### config.mk
export PLATFORM = sky130hd
export DESIGN_NAME = ame_num_accum
export DESIGN_NICKNAME = d
export VERILOG_FILES = /design/src/rtl/ame_num_accum.sv
export SDC_FILE = /design/constraint.sdc
export NUM_CORES = 1
export LEC_CHECK = 0
export BUFFER_PORTS_ARGS = -buffer_cell sky130_fd_sc_hd__buf_2
export CAP_MARGIN = 25
export CORE_MARGIN = 2
export CORE_UTILIZATION = 40
export DETAILED_ROUTE_END_ITERATION = 10
export PLACE_DENSITY = 0.55
export SYNTH_ARGS = -nofsm -noshare
export SYNTH_HDL_FRONTEND = slang
export SYNTH_SLANG_ARGS = --single-unit
### constraint.sdc
create_clock -name clk_i -period 3.7 [get_ports clk_i]
set_input_delay 0.555 -clock clk_i [delete_from_list [all_inputs] [get_ports clk_i]]
set_output_delay 0.555 -clock clk_i [all_outputs]
set_load 0.005 [all_outputs]
### src/rtl/ame_num_accum.sv
// Block accumulator: sums signed samples until a "last" beat, then holds the
// sum, sample count, averaging shift and overflow flag for the normalizer.
module ame_num_accum #(
  parameter int COMP_DATA_BITS = 64,
  parameter int IN_DATA_BITS   = 32,
  parameter int CNT_BITS       = 16
) (
  input  logic                              clk_i,
  input  logic                              rst_i,
  input  logic                              flush_i,
  input  logic                              in_valid_i,
  output logic                              in_ready_o,
  input  logic                              in_last_i,
  input  logic [IN_DATA_BITS-1:0]           in_data_i,
  output logic                              out_valid_o,
  input  logic                              out_ready_i,
  output logic [COMP_DATA_BITS-1:0]         out_data_o,
  output logic [$clog2(COMP_DATA_BITS)-1:0] out_shift_o,
  output logic [CNT_BITS-1:0]               out_cnt_o,
  output logic                              out_ovf_o
);

  localparam int SHIFT_W = $clog2(COMP_DATA_BITS);

  typedef enum logic {
    ST_ACC = 1'b0,
    ST_OUT = 1'b1
  } state_t;

  function automatic logic signed [COMP_DATA_BITS-1:0] sign_ext(
    input logic signed [IN_DATA_BITS-1:0] x
  );
    return COMP_DATA_BITS'(x);
  endfunction

  function automatic logic [CNT_BITS-1:0] sat_inc(input logic [CNT_BITS-1:0] c);
    if (&c) return c;
    return c + CNT_BITS'(1);
  endfunction

  // ceil(log2(c)) found as the bit length of c-1; counts 0 and 1 need no shift.
  function automatic logic [SHIFT_W-1:0] shift_for(input logic [CNT_BITS-1:0] c);
    logic [CNT_BITS-1:0] m;
    int r;
    m = c - CNT_BITS'(1);
    r = 0;
    for (int i = 0; i < CNT_BITS; i++) begin
      if (m[i]) r = i + 1;
    end
    if (c <= CNT_BITS'(1)) r = 0;
    if (r > COMP_DATA_BITS - 1) r = COMP_DATA_BITS - 1;
    return SHIFT_W'(r);
  endfunction

  state_t                            state_q, state_d;
  logic signed [COMP_DATA_BITS-1:0]  acc_q, acc_d;
  logic [CNT_BITS-1:0]               cnt_q, cnt_d;
  logic                              ovf_q, ovf_d;
  logic signed [COMP_DATA_BITS-1:0]  out_data_q, out_data_d;
  logic [SHIFT_W-1:0]                out_shift_q, out_shift_d;
  logic [CNT_BITS-1:0]               out_cnt_q, out_cnt_d;
  logic                              out_ovf_q, out_ovf_d;

  logic                              accept;
  logic signed [COMP_DATA_BITS-1:0]  ext;
  logic signed [COMP_DATA_BITS-1:0]  sum;
  logic                              add_ovf;
  logic [CNT_BITS-1:0]               cnt_inc;
  logic                              ovf_acc;

  assign in_ready_o  = (state_q == ST_ACC);
  assign out_valid_o = (state_q == ST_OUT);
  assign out_data_o  = out_data_q;
  assign out_shift_o = out_shift_q;
  assign out_cnt_o   = out_cnt_q;
  assign out_ovf_o   = out_ovf_q;

  // Accumulate stage: wrap-around add with signed-overflow detection.
  assign accept  = in_valid_i && (state_q == ST_ACC);
  assign ext     = sign_ext(in_data_i);
  assign sum     = acc_q + ext;
  assign add_ovf = (acc_q[COMP_DATA_BITS-1] == ext[COMP_DATA_BITS-1]) &&
                   (sum[COMP_DATA_BITS-1] != acc_q[COMP_DATA_BITS-1]);
  assign cnt_inc = sat_inc(cnt_q);
  assign ovf_acc = ovf_q | add_ovf;

  always_comb begin
    state_d     = state_q;
    acc_d       = acc_q;
    cnt_d       = cnt_q;
    ovf_d       = ovf_q;
    out_data_d  = out_data_q;
    out_shift_d = out_shift_q;
    out_cnt_d   = out_cnt_q;
    out_ovf_d   = out_ovf_q;

    if (flush_i) begin
      state_d     = ST_ACC;
      acc_d       = '0;
      cnt_d       = '0;
      ovf_d       = 1'b0;
      out_data_d  = '0;
      out_shift_d = '0;
      out_cnt_d   = '0;
      out_ovf_d   = 1'b0;
    end else begin
      case (state_q)
        ST_ACC: begin
          if (accept) begin
            acc_d = sum;
            cnt_d = cnt_inc;
            ovf_d = ovf_acc;
            if (in_last_i) begin
              state_d     = ST_OUT;
              out_data_d  = sum;
              out_cnt_d   = cnt_inc;
              out_ovf_d   = ovf_acc;
              out_shift_d = shift_for(cnt_inc);
            end
          end
        end
        ST_OUT: begin
          // Result leaves on the handshake; the block restarts empty next cycle.
          if (out_ready_i) begin
            state_d     = ST_ACC;
            acc_d       = '0;
            cnt_d       = '0;
            ovf_d       = 1'b0;
            out_data_d  = '0;
            out_shift_d = '0;
            out_cnt_d   = '0;
            out_ovf_d   = 1'b0;
          end
        end
        default: state_d = ST_ACC;
      endcase
    end
  end

  // Register stage: reset overrides flush and every handshake.
  always_ff @(posedge clk_i) begin
    if (rst_i) begin
      state_q     <= ST_ACC;
      acc_q       <= '0;
      cnt_q       <= '0;
      ovf_q       <= 1'b0;
      out_data_q  <= '0;
      out_shift_q <= '0;
      out_cnt_q   <= '0;
      out_ovf_q   <= 1'b0;
    end else begin
      state_q     <= state_d;
      acc_q       <= acc_d;
      cnt_q       <= cnt_d;
      ovf_q       <= ovf_d;
      out_data_q  <= out_data_d;
      out_shift_q <= out_shift_d;
      out_cnt_q   <= out_cnt_d;
      out_ovf_q   <= out_ovf_d;
    end
  end

endmodule

==> qor.yml, run 1 <==
min_path:
  min_path_cells: 2
  holdCritPathClass: "reg -> reg"
  worstHoldEndpoint: "out_data_o[41]"
  min_from: "out_data_o[41]"
sta:
  setup_violations: 0
  layout_setup_ws_ns: 0.188
  finalHoldViolations: 0
  worstMarginPinSlew_ns: 0.895
  finalCritPeriodShare_pct: 94.9
  whs_ns: 0.446
  rsz0062_at_grt: "false"
  skew_ns: 0.0136
  maxSlewViolCount: 0
  final.min_clock_period_ns: 3.51
  slew_headroom_pct: 40.3
  max_freq_ghz: 0.285
placed_design:
  place_area_um2: 12100
  place.gp.congestion: 0.918
  post-dp-hpwl_mm: 24.1
  io_buffers: 125
  pre_cts_slack_ns: -0.136
grt:
  antenna_found_initial: 2
  grt-ovfl-total: 0
  grt_util_all_layers_pct: 23.5
  grt_pass1_vias: 10229
  grt_max_degree: 61
  grt_pass1_wl_mm: 53.2
logic_synthesis:
  yosysWarnings: 0
  synth_area_um2: 10500
  synth_cell_types: 81
  synth_seq_cells: 168
  synth.top_cell.area_share_pct: 31.9
  postSynthAreaPerCell_um2: 7.73
  synth-edff-count: 0
  yosys-top-cells-area: "dfxtp_1, ha_1, a21oi_1"
  async_flop_share_pct: 0
  synth_area_leader_cell: "dfxtp_1"
  synth_seq_area_share_pct: 31.9
  netlist_instances: 1363
  syn-num-nets: 1469
  synth_flop_cell: "dfxtp_1"
detailed_routing:
  drc_errors: 0
  ant_nets: 0
  viasPerCell: 5.65
  vias: 10658
  drtIter0Drc: 784
  firstDrtPassIters: 7
  wl_per_cell_um: 17.4
  wirelength_mm: 32.7
run:
  drv_cap: 0
clock_network:
  cts.clk_slew.worst_paths_ns: 0.07
  htree_levels: 4
  clk_path_buf_depth: 2
  numCtsBuffers: 17
  cts_sinks: 168
  cts_hold_buf: 0
  cts_tree: "yes"
  cts_setup_buffers: 0
  clkLatencyLatePin_ns: 0.44
  cts-root-buf: "clkbuf_16"
setup_path:
  path_class: "reg -> reg"
  crit_arrival_ns: 3.84
  critPathRequiredTime_ns: 4.03
  start_kind: "flip-flop"
  cp_slowest_cell: "fa_1"
  crit_chain: "ha_1 > fa_1 > a211oi_4 > o211ai_2 > a2111oi_2 > buf_4 > buf_4 > nor2_2 > a41oi_2 > o41a_4 > nand2_4 > a31oi_4 > o31ai_1 > xor2_1 > a22o_1"
  cp_max_fo: 3
  r2r_cells: 15
  r2r_slack_ns: 0.19
  critical-path-max-stage-delay_ns: 0.47
  critPathCaptureType: "flip-flop"
  r2r-start: "acc_q[0]"
  cpMostUsedCell: "buf_4"
  critPathLaunch: "acc_q[0]"
  reg2reg_to: "out_data_o[58]"
final_layout:
  layout_commonest_cell: "nand2_1"
  final_cell_area_um2: 12800
  final_cell_mix: "nand2_1, dfxtp_1, a21oi_1, nor2_1, buf_2"
  postLayoutCoreUtil_pct: 49.2
  area_growth_pct: 21.4
  drive_gt1_share_pct: 19.2
  nets: 1645
pwr:
  ir_drop_mv: 0.222
  total_power_mw: 4.83
  p_leak_nw: 5.54
  power_per_cell_area_nw_per_um2: 378
floorplan:
  ios: 127
  start_util_pct: 40.5
  die_area_um2: 27700
  die-width_um: 166
  core-area_um2: 26000
  fp.dieH_um: 166
  row_count: 59
status:
  status: "completed"
layout make-up:
class,count,area [um2]
fill,2609,13200
antenna,1,2.50
timing repair buffer,236,1470
inverter,24,90.1
clock inverter,13,185
tap,335,419
clock buffer,18,439
multi-input combinational,1092,6820
sequential,168,3360
worst max-delay path: cells and delay by family, from the launching register on:
family          cells  cell delay (ns)
simple gates        2             0.11
xor+xnor            1             0.17
buf+inv             2             0.29
fa+ha+maj           2             0.67
flops               1             0.32
compound gates      8             1.83
routing by layer:
metal,vias to the layer above,part of all wire [%],global-route usage [%]
met3,37,5.3,3.65
met1,5023,47,31.9
met4,2,1.7,7.01
met5,-,0.040,0
li1,5285,-,-
met2,311,46,38.6
logic make-up (layout without fill, tap and decap cells):
logic type	count (synthesis)	in the layout	synth area share [%]
buffers and inverters	103	291	3.85
xor gates and xnor gates	80	80	6.79
DFF	168	168	31.9
other	1	2	0.0356
adders and majority gates	68	68	8.15
AOI/OAI and AO/OA	446	446	28.0
and+or+nand+nor	492	492	20.7
muxes	5	5	0.487
sequential cells by signal (all words and copies together), names as in the netlist:
| register | flops |
|---|---|
| ovf_q | 1 |
| out_valid_o | 1 |
| acc_q | 64 |
| out_ovf_o | 1 |
| out_data_o | 64 |
| out_shift_o | 5 |
| cnt_q | 16 |
| out_cnt_o | 16 |
report_power, final:
group	internal, mW	switching [mW]	total (mW)
registers	1.86	0.0354	1.90
clock network	1.10	0.831	1.94
logic	0.396	0.600	0.996
synthesized netlist by cell type (3+ instances only):
cell type,number
a211o_1,3
inv_1,24
nand2b_1,6
a2bb2oi_1,3
and4_1,4
ha_1,67
clkbuf_1,64
nor4_1,4
nand4_1,25
o21a_1,7
a21o_1,26
a41oi_1,4
nor3_1,27
xnor2_1,48
nand3_1,27
a211oi_1,11
o21ai_1,3
and3_1,9
a31oi_1,16
a22oi_1,49
nor2_1,160
o211ai_1,6
a21oi_1,167
nor2b_1,4
and2_1,8
a32o_1,13
nand2_1,194
xor2_1,30
o21bai_1,17
a21boi_0,4
buf_2,11
o31ai_1,11
a22o_1,18
mux2i_1,4
or3_1,8
dfxtp_1,168
o21ai_0,55
per-stage QoR:
| step | TNS (ns) | std cells |
|---|---|---|
| 6_report | 0 | 1887 |
| 5_1_grt | 0 | 1886 |
| 4_1_cts | 0 | 1886 |
| 3_5_place_dp | -1.16 | 1855 |
| 3_3_place_gp | -0.736 | 1855 |
| 2_1_floorplan | 0 | 1363 |
worst max-delay path by stage:
stage,depth (start not counted),slack (ns),to
after detailed placement,16,-0.14,acc_q[58]
final,15,0.19,out_data_o[58]
after floorplan,12,0.26,acc_q[60]
after global placement,16,-0.12,out_data_o[58]
after global routing,15,0.02,acc_q[62]
after CTS,15,0.20,out_data_o[58]
timing repair:
item / in CTS / in global routing
endpoints found under the hold margin: 0 / 0
resized for setup: 0 / 3
setup endpoints to repair: 0 / 4
No activity file was read; power rests on OpenSTA's default activity.
==> inputs of run 2 (changes only) <==
--- a/config.mk
+++ b/config.mk
@@ -7,8 +7,10 @@
 export LEC_CHECK = 0
 export BUFFER_PORTS_ARGS = -buffer_cell sky130_fd_sc_hd__buf_2
 export CAP_MARGIN = 25
-export CORE_MARGIN = 2
+export CORE_ASPECT_RATIO = 0.75
+export CORE_MARGIN = 3
 export CORE_UTILIZATION = 40
+export CTS_BUF_LIST = sky130_fd_sc_hd__clkbuf_2 sky130_fd_sc_hd__clkbuf_4 sky130_fd_sc_hd__clkbuf_8
 export DETAILED_ROUTE_END_ITERATION = 10
 export PLACE_DENSITY = 0.55
 export SYNTH_ARGS = -nofsm -noshare
==> run 2 against run 1 <==
Net effect:
- final area shrank 2.6%
- setup slack improved by 0.092 ns
- critical path type unchanged
- largest cell class unchanged
- routed wire length rose by 2.8%
- critical endpoint is now out_shift_o[1]
- die area rose by 2.5%
- clock power fell by 25%
==> qor.yml, run 2 (same netlist as run 1, synthesis figures left out) <==
sta:
  maxSlewViolCount: 0
  layout_setup_ws_ns: 0.280
  slew_headroom_pct: 33.1
  max_freq_ghz: 0.292
  worstMarginPinSlew_ns: 1.00
  skew_ns: 0.0212
  final.min_clock_period_ns: 3.42
  finalCritPeriodShare_pct: 92.4
  whs_ns: 0.381
  rsz0062_at_grt: "false"
  setup_violations: 0
  finalHoldViolations: 0
detailed_routing:
  viasPerCell: 5.58
  ant_nets: 0
  drc_errors: 0
  firstDrtPassIters: 5
  drtIter0Drc: 712
  vias: 10453
  wirelength_mm: 33.7
  wl_per_cell_um: 18.0
setup_path:
  critPathCaptureType: "flip-flop"
  crit_arrival_ns: 3.75
  crit_chain: "ha_1 > nand3_1 > nor4_4 > buf_4 > mux2i_1 > ha_2 > nand4_1 > nand3_1 > a21oi_1 > a21o_1 > o31ai_1 > a21boi_1 > o21bai_1 > a21oi_1"
  r2r_slack_ns: 0.28
  path_class: "reg -> reg"
  critical-path-max-stage-delay_ns: 0.46
  critPathRequiredTime_ns: 4.03
  cp_slowest_cell: "dfxtp_1"
  start_kind: "flip-flop"
  cp_max_fo: 10
clock_network:
  cts.clk_slew.worst_paths_ns: 0.09
  clkLatencyLatePin_ns: 0.48
  cts_sinks: 168
  numCtsBuffers: 17
  cts_tree: "yes"
  clk_path_buf_depth: 2
  htree_levels: 4
  cts-root-buf: "clkbuf_8"
placed_design:
  place.gp.congestion: 0.966
  dp_cells: 1840
  pre_cts_slack_ns: -0.0674
  io_buffers: 125
  post-dp-hpwl_mm: 24.9
final_layout:
  antenna_cells: 0
  instances_no_fill: 1872
  area_growth_pct: 18.2
  drive_gt1_share_pct: 18.4
  layout_commonest_cell: "nand2_1"
  nets: 1629
  final_cell_mix: "nand2_1, dfxtp_1, a21oi_1, nor2_1, buf_2"
floorplan:
  die-width_um: 193
  row_count: 50
  ios: 127
  core-area_um2: 25400
  fp.dieH_um: 147
  die_area_um2: 28300
  start_util_pct: 41.5
pwr:
  ir_drop_mv: 0.235
  p_leak_nw: 5.35
  total_power_mw: 4.33
  power_per_cell_area_nw_per_um2: 348
min_path:
  holdCritPathClass: "in -> reg"
grt:
  grt_max_degree: 67
  grt_pass1_vias: 9805
  grt_util_all_layers_pct: 23.3
  grt-ovfl-total: 0
  grt_pass1_wl_mm: 53.8
  antenna_found_initial: 2
run:
  drv_cap: 0
status:
  status: "completed"
run 2: changes by cell type in the layout (fill, tap and decap cells not counted), sizes merged:
cell / previous run / this run
clkinvlp: 0 / 2
inv: 32 / 24
clkbuf: 18 / 23
diode: 1 / 0
buf: 236 / 220
run 2: area by class of cell:
type | instances | area, um2
fill | 2562 | 12900
multi-input combinational | 1092 | 6810
sequential | 168 | 3370
timing repair buffer | 220 | 1350
tap | 338 | 423
clock buffer | 23 | 298
clock inverter | 7 | 119
inverter | 24 | 90.1
run 2: per-stage QoR:
stage	cell area, um2	TNS (ns)	util (%)
finish	12500	0	49.0
global route	12500	0	49.0
CTS	12400	0	48.9
detailed placement	12000	-0.420	47.3
global placement	12000	-0.195	47.3
floorplan	10500	0	-
run 2: final timing paths:
path              cells after the start              to           start
setup / recovery                     14  out_shift_o[1]        cnt_q[1]
hold reg to reg                       2  out_data_o[43]  out_data_o[43]
hold / removal                        3       acc_q[36]      in_valid_i
setup reg to reg                     14  out_shift_o[1]        cnt_q[1]
run 2: timing repair:
item / CTS / global route
setup buffers: 0 / 2
hold buffers: 0 / 0
resized for setup: 0 / 4
setup endpoints to repair: 0 / 5
run 2: routing by layer:
layer / share of wire (%) / global-route usage [%] / vias up
li1: - / - / 5255
met1: 51 / 34.8 / 4903
met2: 42 / 34.4 / 268
met3: 6.0 / 5.05 / 23
met4: 0.89 / 4.45 / 4
met5: 0.11 / 0 / -
run 2: worst max-delay path: cells and delay by family (launching register included):
family	cells	cell delay [ns]
buf+inv	1	0.21
compound gates	6	0.76
flops	1	0.46
fa+ha+maj	2	0.61
mux	1	0.25
simple gates	4	0.97
run 2: power by group:
part / total, mW / internal, mW / switching (mW)
clock: 1.45 / 0.737 / 0.716
sequential: 1.90 / 1.86 / 0.0375
combinational: 0.980 / 0.382 / 0.598
==> inputs of run 3 (changes only) <==
--- a/config.mk
+++ b/config.mk
@@ -13,6 +13,7 @@
 export CTS_BUF_LIST = sky130_fd_sc_hd__clkbuf_2 sky130_fd_sc_hd__clkbuf_4 sky130_fd_sc_hd__clkbuf_8
 export DETAILED_ROUTE_END_ITERATION = 10
 export PLACE_DENSITY = 0.55
+export REMOVE_ABC_BUFFERS = 1
 export SYNTH_ARGS = -nofsm -noshare
 export SYNTH_HDL_FRONTEND = slang
 export SYNTH_SLANG_ARGS = --single-unit
==> run 3 against run 2 <==
Net effect:
- fmax fell by 0.21%
- count of clock-buffer cells in the layout fell by 6
- utilization fell by 0.76 points
- hold slack got worse by 0.040 ns
- clock skew fell by 0.00083 ns
- register-to-register slack barely moved
- combinational power fell by 2.6%
- sequential power barely moved
==> qor.yml, run 3 (same netlist as run 1, synthesis figures left out) <==
pwr:
  p_leak_nw: 5.26
  total_power_mw: 4.15
  power_per_cell_area_nw_per_um2: 338
  ir_drop_mv: 0.210
setup_path:
  critPathRequiredTime_ns: 4.10
  r2r-start: "acc_q[0]"
  critPathCaptureType: "flip-flop"
  cp_slowest_cell: "fa_1"
  crit_arrival_ns: 3.83
  critical-path-max-stage-delay_ns: 0.45
  path_delay_family: "compound AO/OA/AOI/OAI gates"
  crit_buf_inv: 1
  start_kind: "flip-flop"
  path_class: "reg -> reg"
  crit_chain: "ha_1 > fa_1 > a211oi_2 > o211ai_2 > a2111oi_2 > buf_4 > nor2_2 > a41oi_2 > o41a_4 > nand2_4 > a31oi_4 > xnor2_1 > or3_1 > a21oi_1"
  cp_max_fo: 3
  critPathLaunch: "acc_q[0]"
floorplan:
  die-width_um: 193
  start_util_pct: 41.5
  row_count: 50
  core-area_um2: 25400
  die_area_um2: 28300
  ios: 127
  fp.dieH_um: 147
final_layout:
  nets: 1612
  drive_gt1_share_pct: 17.3
  final_cell_area_um2: 12300
  area_growth_pct: 16.4
  layout_commonest_cell: "nand2_1"
  final_cell_mix: "nand2_1, dfxtp_1, a21oi_1, nor2_1, buf_2"
  antenna_cells: 0
  nFillCells: 2638
  postLayoutCoreUtil_pct: 48.3
grt:
  antenna_found_initial: 1
  grt-ovfl-total: 0
  grt_util_all_layers_pct: 22.8
  grt_max_degree: 61
  grt_pass1_vias: 9777
  grt_pass1_wl_mm: 52.9
sta:
  max_freq_ghz: 0.292
  fin_setup_tns_ns: 0
  setup_violations: 0
  skew_ns: 0.0204
  rsz0062_at_grt: "false"
  finalHoldViolations: 0
  slew_headroom_pct: 33.2
  maxSlewViolCount: 0
  final.min_clock_period_ns: 3.43
  worstMarginPinSlew_ns: 0.998
  finalCritPeriodShare_pct: 92.6
detailed_routing:
  ant_nets: 0
  vias: 10413
  drc_errors: 0
  wl_per_cell_um: 17.8
  wirelength_mm: 33.1
  drtIter0Drc: 684
  viasPerCell: 5.61
  firstDrtPassIters: 6
clock_network:
  cts_setup_buffers: 0
  cts_sinks: 168
  clk_path_buf_depth: 2
  htree_levels: 4
  cts.clk_slew.worst_paths_ns: 0.10
  cts_resized: 0
  cts_tree: "yes"
  clkLatencyLatePin_ns: 0.49
  cts-root-buf: "clkbuf_8"
  cts_hold_buf: 0
  numCtsBuffers: 17
placed_design:
  place_area_um2: 11900
  place.gp.congestion: 0.959
  io_buffers: 125
  post-dp-hpwl_mm: 24.3
min_path:
  holdCritPathClass: "in -> reg"
  min_from: "in_valid_i"
run:
  drv_cap: 0
status:
  status: "completed"
## run 3: changes by cell type in the layout (fill, tap and decap cells not counted), moves of 3 or more
cell	delta
clkbuf_8	-3
inv_6	+3
clkbuf_4	-3
clkinv_2	+4
buf_4	-17
## run 3: area by class of cell
type / instances / area (um2) / share of cell area, %
inverter: 24 / 90.1 / 0.735
multi-input combinational: 1092 / 6800 / 55.5
clock buffer: 17 / 234 / 1.91
clock inverter: 14 / 126 / 1.03
sequential: 168 / 3360 / 27.4
tap: 338 / 423 / 3.45
timing repair buffer: 203 / 1220 / 9.98
## run 3: path summary, 6_finish.rpt
| kind | slack (ns) | endpoint | cells after the start |
|---|---|---|---|
| worst max-delay path | 0.27 | acc_q[46] | 14 |
| worst min-delay path | 0.34 | acc_q[36] | 3 |
| worst max register to register | 0.27 | acc_q[46] | 14 |
| worst min register to register | 0.45 | out_data_o[32] | 2 |
## run 3: metrics by stage
| stage | hold slack (ns) | cells | worst slack (ns) |
|---|---|---|---|
| finish | 0.341 | 1856 | 0.273 |
| global route | 0.324 | 1856 | 0.0682 |
| CTS | 0.313 | 1856 | 0.272 |
| detailed placement | 0.441 | 1825 | -0.0341 |
| global placement | 0.436 | 1825 | -0.00192 |
| floorplan | 0.429 | 1284 | -2.07 |
## run 3: worst register-to-register path: cells and delay by family, from the launching register on
family | cells | cell delay (ns)
AOI/OAI and AO/OA | 7 | 1.58
xor gates and xnor gates | 1 | 0.11
adders and majority gates | 2 | 0.66
buffers and inverters | 1 | 0.20
DFF | 1 | 0.32
and+or+nand+nor | 3 | 0.49
## run 3: layer usage
metal  GRT usage [%]  share of wire, %
met5               0             0.039
met4            4.52              0.89
met3            5.51               6.0
met2            33.8                42
met1            33.6                51
## run 3: report_power, final
group	switching [mW]	internal (mW)	total, mW
Sequential	0.0374	1.86	1.90
Combinational	0.592	0.363	0.955
Clock	0.760	0.535	1.29
